`src/rtl/group_arr_piler.sv`:
```
// group_arr_piler: packs ArrL piled entries into one BABA group word behind a single-group output slot.
// Optional GROUP_ARR_PILER_FLUSH_EN adds in_last/out_cnt so a stream can end on a short, zero-padded group.
module group_arr_piler #(
    parameter int ArrL      = 32,
    parameter int Arr1EleW  = 8,
    parameter int Arr2EleW  = Arr1EleW,
    parameter int Arr3EleW  = Arr2EleW,
    parameter int Arr4EleW  = Arr3EleW,
    parameter int piledArrW = Arr1EleW + Arr2EleW + Arr3EleW + Arr4EleW
) (
    input  logic                      clk,
    input  logic                      rst,
    input  logic                      in_valid,
    output logic                      in_ready,
    input  logic [piledArrW-1:0]      in_ele,
    output logic                      out_valid,
    input  logic                      out_ready,
    output logic [ArrL*piledArrW-1:0] out_groupArrBABA
`ifdef GROUP_ARR_PILER_FLUSH_EN
    ,
    input  logic                      in_last,
    output logic [$clog2(ArrL+1)-1:0] out_cnt
`endif
);
    localparam int IW = $clog2(ArrL);
    localparam int CW = $clog2(ArrL + 1);

    typedef enum logic {FILL, FULL_WAIT} state_t;

    state_t                         r_state, w_state_next;
    logic [ArrL-1:0][piledArrW-1:0] r_buf, w_merged, w_masked;
    logic [ArrL*piledArrW-1:0]      r_out;
    logic                           r_out_valid;
    logic [IW-1:0]                  r_idx;
    logic                           w_beat, w_last, w_slot_free;
    logic                           w_load_fill, w_load_wait, w_to_wait;

    assign in_ready         = !rst && r_state == FILL;
    assign w_beat           = in_valid && in_ready;
    assign w_slot_free      = !r_out_valid || out_ready;
    assign out_valid        = r_out_valid;
    assign out_groupArrBABA = r_out;

`ifdef GROUP_ARR_PILER_FLUSH_EN
    logic [CW-1:0] r_cnt;
    assign out_cnt = r_cnt;
    assign w_last  = r_idx == IW'(ArrL - 1) || in_last;
`else
    assign w_last  = r_idx == IW'(ArrL - 1);
`endif

    genvar k;
    for (k = 0; k < ArrL; k++) begin : g_ent
        assign w_merged[k] = (r_idx == IW'(k)) ? in_ele : r_buf[k];
`ifdef GROUP_ARR_PILER_FLUSH_EN
        // Stale entries from an earlier group must not leak into a short group.
        assign w_masked[k] = (IW'(k) <= r_idx) ? w_merged[k] : '0;
`else
        assign w_masked[k] = w_merged[k];
`endif
    end

    always_comb begin
        w_load_fill  = r_state == FILL && w_beat && w_last && w_slot_free;
        w_to_wait    = r_state == FILL && w_beat && w_last && !w_slot_free;
        w_load_wait  = r_state == FULL_WAIT && w_slot_free;
        w_state_next = w_to_wait ? FULL_WAIT : (w_load_wait ? FILL : r_state);
    end

    always_ff @(posedge clk or posedge rst) begin
        if (rst) r_state <= FILL;
        else     r_state <= w_state_next;
    end

    // In FULL_WAIT r_idx stays at the completing index, so the count is still derivable on release.
    always_ff @(posedge clk or posedge rst) begin
        if (rst) begin
            r_buf       <= '0;
            r_out       <= '0;
            r_out_valid <= 1'b0;
            r_idx       <= '0;
`ifdef GROUP_ARR_PILER_FLUSH_EN
            r_cnt       <= '0;
`endif
        end else if (w_load_fill || w_load_wait) begin
            r_out       <= w_load_fill ? w_masked : r_buf;
            r_out_valid <= 1'b1;
            r_idx       <= '0;
`ifdef GROUP_ARR_PILER_FLUSH_EN
            r_cnt       <= CW'(r_idx) + CW'(1);
`endif
        end else begin
            if (r_out_valid && out_ready) r_out_valid <= 1'b0;
            if (w_to_wait) r_buf <= w_masked;
            else if (w_beat) begin
                r_buf <= w_merged;
                r_idx <= r_idx + 1'b1;
            end
        end
    end
endmodule

```
`config.mk`:
```
export PLATFORM = sky130hd
export DESIGN_NAME = group_arr_piler
export DESIGN_NICKNAME = d
export VERILOG_FILES = /design/src/rtl/group_arr_piler.sv
export SDC_FILE = /design/constraint.sdc
export NUM_CORES = 2
export LEC_CHECK = 0
export BUFFER_PORTS_ARGS = -buffer_cell sky130_fd_sc_hd__buf_2
export CORE_MARGIN = 5
export CORE_UTILIZATION = 45
export CTS_BUF_LIST = sky130_fd_sc_hd__clkbuf_2 sky130_fd_sc_hd__clkbuf_4 sky130_fd_sc_hd__clkbuf_8
export CTS_CLUSTER_DIAMETER = 100
export DETAILED_ROUTE_END_ITERATION = 6
export SYNTH_ARGS = -nofsm -noshare
export SYNTH_HDL_FRONTEND = slang
export SYNTH_SLANG_ARGS = --single-unit
```
`constraint.sdc`:
```
create_clock -name clk -period 99.8 [get_ports clk]
set_input_delay 4.99 -clock clk [delete_from_list [all_inputs] [get_ports clk]]
set_output_delay 4.99 -clock clk [all_outputs]
set_load 0.02 [all_outputs]
```
; ---- Word-level counts from Yosys, hierarchy flattened
; Cells that the tools add are included.
[totals]
regBits = 2055
in_bits = 36
output_inout_bits = 1026
word_cells = 133
[classes]
add_sub_neg = 1
eq_ne = 32
muxes = 42
bitwise = 2
n_reduce_logical = 20
[ops]
columns = op, count
row1 = 1024-bit 2-to-1 mux, 3
row2 = 32-bit 2-to-1 mux, 32
row3 = 5-bit equality test (second input constant), 16
row4 = 5-bit by 4-bit equality test with 1-bit output (second input constant), 8
row5 = 5-bit by 3-bit equality test with 1-bit output (second input constant), 4
row6 = 5-bit 2-to-1 mux, 3
row7 = 5-bit by 2-bit equality test with 1-bit output (second input constant), 2
row8 = 1-bit logical AND, 8
row9 = 2-bit nonzero test, 4
row10 = 5-bit by 1-bit adder with 5-bit output (second input constant), 1
row11 = 5-bit by 1-bit equality test with 1-bit output (second input constant), 1
row12 = 5-bit logical NOT, 1
row13 = 1-bit 2-to-1 mux, 4
row14 = 2-bit AND reduction, 2
row15 = 1-bit logical NOT, 3
row16 = 1-bit logical OR, 2
row17 = 2-bit by 1-bit inequality test with 1-bit output (second input constant), 1
row18 = 1-bit inverter, 2

; ---- Depth between registers and ports, before layout
[depth]
depth_word = 9
ltp_mapped = 13
ltp_nobuf = 6

; ---- Least setup slack after synthesis
; Ideal clock, no wire load.
[synth_timing]
path_kind = input to register
start = input rst
end = register r_state
setup_ns = 0.195
t_arrival_ns = 50.192
required_ns = 99.605
setup_slack_ns = 49.413
cell_stages = 3
path_buffers = 0
cell_sequence = inv_1 -> a31oi_1 -> nor2_1
[synth_between]
elab_chain_cells = 7
elab_cells_between_ends = 8
cone_classes = mux: 1 / reduce/logical: 7
[synth_rtl]
columns = item, line
row1 = "start, declared", 12  ; input logic rst,
row2 = 1-bit logical NOT (no source line) *, -
row3 = 1-bit logical AND *, 38  ; assign in_ready = !rst && r_state == FILL;
row4 = 1-bit logical AND *, 39  ; assign w_beat = in_valid && in_ready;
row5 = 1-bit logical AND * (3 in a row), 65  ; w_to_wait = r_state == FILL && w_beat && w_last && !w_slot_free;
row6 = 1-bit 2-to-1 mux / 2-bit nonzero test (equally long branches), -
row7 = "end signal, assigned", 72  ; else r_state <= w_state_next;
row8 = "end, declared", 30  ; state_t r_state, w_state_next;
; Every way passes the cells marked *; elsewhere a longest branch is shown, timed or not.
; A chain may end at the register's enable or synchronous reset.

; ---- Worst setup path after layout
[layout_timing]
start = input out_ready
end = register r_buf[339] (netlist name)
[layout_between]
elab_chain_cells = 5
elab_cells_between_ends = 10
cone_classes = mux: 1 / bitwise: 1 / reduce/logical: 8
[layout_rtl]
columns = item, line
row1 = "start, declared", 17  ; input logic out_ready,
row2 = 1-bit logical OR *, 40  ; assign w_slot_free = !r_out_valid || out_ready;
row3 = 1-bit logical NOT (tied with other cells), 65
row4 = 1-bit logical AND / 1-bit logical OR (equally long branches), "65, 85"
row5 = 2-bit nonzero test (no source line) / 1-bit inverter (equally long branches), -
row6 = 2-bit AND reduction (no source line), -
row7 = "end signal, assigned", 94  ; if (w_to_wait) r_buf <= w_masked;
row8 = "end signal, assigned", 96  ; r_buf <= w_merged;
row9 = "end, declared", 31  ; logic [ArrL-1:0][piledArrW-1:0] r_buf, w_merged, w_masked;
; Marked as above.

==> impl_metrics.ini <==
[place]
dp_hpwl_microns = 216400
place_congestion = 0.8139
io_buffers = 1061

[floorplan]
rows = 172
die_area_sq_um = 230700
core_sq_um = 219900
start_util_pct = 45.25
die_h_microns = 480.3
io_pins = 1062
die_width_microns = 480.3

[status]
status = completed

[layout]
fill_cells = 19430
drive_above_1_share_pct = 27.86
multi_input_area_sq_um = 41160
utilization_pct = 51.48
syn_to_final_growth_pct = 13.78
nNetsFinal = 9320
area.sequential_sq_um = 51430

[synth]
yosysSeqAreaShare_pct = 51.67
synth_area_sq_um = 99520
netlist_instances = 8695
ys_async_sr_fraction_pct = 100.0
synth_seq_cells = 2055
synth.distinct_cells = 41
ys_warn_count = 0
synth_most_common_cell = dfrtp_1
synth-edff-count = 0
synth_largest_area_cell = dfrtp_1
synthTopCellsByCount = dfrtp_1 (2055), mux2i_1 (1382), a31oi_1 (871), nor2_1 (746), a221oi_1 (742)
synth_top_area_share_pct = 51.67
synth_nets = 8737
synthTopCellsByArea = dfrtp_1 (52%), mux2i_1 (14%), a221oi_1 (6.5%)
avgSynthCellArea_sq_um = 11.45
synth_ff_type = dfrtp_1

[sta]
setup_viol = 0
clock_skew_ns = 0.08657
period_needed_ns = 10.87
rsz0062_at_grt = no
fin_tns_setup_ns = 0
fmax_mhz = 91.98
relSlewSlack_pct = 12.27
finalHoldViolCount = 0
drv_slew = 0
finalCritPeriodShare_pct = 10.89
worst_slew_pin_slew_ns = 1.312

[setup_path]
crit_fanout = 117
worstSetupStartpointType = input pin
critPathArrivalTime_ns = 11.85
worst_ep_required_time_ns = 100.77
crit_type = in -> reg
critPathCaptureType = register

[clock_network]
numCtsBuffers = 373
clkSinkCount = 2055
clk_latency_ns = 1.10
tritoncts = yes
clk_pin_slew_ns = 0.06
holdBufCountCts = 0
ctsLongestPathBuffers = 4
h-tree-depth = 5
postCtsSetupBuffers = 0
root_buffer = clkbuf_8
cts-resized-gates = 0

[detailed_routing]
ant_nets = 0
vias = 80220
wl_per_cell_microns = 30.49
drc = 0
routed_wl_microns = 381200
drt_pass1_iterations = 6
drt_iter0_markers = 8562
viasPerCell = 6.416

[pwr]
powerDensity_nw_per_um2 = 27.65
vdd_ir_drop_max_v = 0.00001399
p_leak_nw = 55.84
power_mw = 3.130

[grt]
grtUsageTotal_pct = 31.62
grt_pass1_vias = 79950
grt_max_degree = 191
antenna_found_initial = 11
globalRouteOverflowTotal = 0
grt_pass1_wl_microns = 554500

[hold_path]
hp-class = reg -> reg

[flow_run]
drv_cap = 0
[sequential cells by signal, indices dropped and copies added (netlist names)]
signal and flops:
r_buf 1024, out_groupArrBABA 1024, out_valid 1, r_idx 5, r_state 1
[per-stage QoR]
stage / cell area [sq um] / worst slack (ns) / hold slack, ns / cells
floorplan: 99520 / 36.74 / 0.4643 / 8695
global placement: 105500 / 87.87 / 0.4731 / 11860
detailed placement: 105500 / 87.90 / 0.4810 / 11860
CTS: 113200 / 89.01 / 0.4955 / 12490
global route: 113200 / 88.73 / 0.5035 / 12500
finish: 113200 / 88.93 / 0.4921 / 12500
[layout make-up]
cell class,instances,share of cell area [%]
timing repair buffer,1224,6.018
tap,2958,3.269
clock buffer,597,6.550
clock inverter,34,0.2166
multi-input combinational,4978,36.35
inverter,646,2.148
antenna,11,0.02431
sequential,2055,45.42
[power breakdown]
part / internal (mW) / switching (mW)
Sequential: 1.10 / 0.206
Clock: 0.472 / 0.364
Combinational: 0.404 / 0.584
[cell families (layout without fill, tap and decap cells)]
kind of cell	count (synthesis)	after routing	share of synthesized area, %
DFF	2055	2055	51.67
adders and majority gates	6	6	0.07544
AOI/OAI and AO/OA	1912	1912	15.01
other	0	11	0
and+or+nand+nor	1076	1076	5.281
muxes	1984	1984	20.71
buffers and inverters	1662	2501	7.247
[worst max-delay path, cell delays in order]
cell      delay, ns
buf_2          0.13
nand2b_4       0.57
a21oi_4        0.67
buf_4          0.78
buf_12         0.58
buf_4          0.84
buf_4          0.89
buf_4          0.91
buf_4          0.79
mux2i_1        0.28
[final timing paths]
| kind | startpoint | endpoint | slack [ns] | cells after the start |
|---|---|---|---|---|
| max | out_ready | r_buf[339] | 88.93 | 10 |
| min | r_buf[497] | r_buf[497] | 0.49 | 1 |
| max reg2reg | r_idx[0] | out_groupArrBABA[298] | 91.67 | 10 |
| min reg2reg | r_buf[497] | r_buf[497] | 0.49 | 1 |
| max in group asynchronous | rst | out_groupArrBABA[219] | 91.73 | 6 |
| min in group asynchronous | rst | out_valid | 4.10 | 2 |
[layer usage]
layer | wire length (microns) | global-route usage (%) | share of wire, %
met1 | 150700 | 41.57 | 40
met4 | 23970 | 17.74 | 6.3
met3 | 39490 | 10.07 | 10
met5 | 0 | 0 | 0
met2 | 167000 | 46.27 | 44
[placed cells by master, fill, tap and decap left out, types with 16 or more instances in the layout]
| cell | synthesis | routed |
|---|---|---|
| buf_12 | 0 | 16 |
| o221a_2 | 218 | 218 |
| nand3_1 | 35 | 35 |
| clkinv_2 | 0 | 25 |
| o31ai_1 | 34 | 34 |
| nor2_1 | 746 | 744 |
| a31oi_1 | 871 | 871 |
| a221oi_1 | 742 | 742 |
| mux2i_1 | 1382 | 1382 |
| nand4_1 | 34 | 34 |
| clkbuf_4 | 0 | 128 |
| mux2_1 | 57 | 57 |
| clkbuf_8 | 0 | 469 |
| inv_1 | 646 | 645 |
| nand3b_1 | 219 | 219 |
| mux2_2 | 545 | 545 |
| buf_2 | 196 | 1029 |
| o21ai_0 | 34 | 34 |
| buf_4 | 50 | 179 |
| dfrtp_1 | 2055 | 2051 |
(Power assumes the default switching activity.)
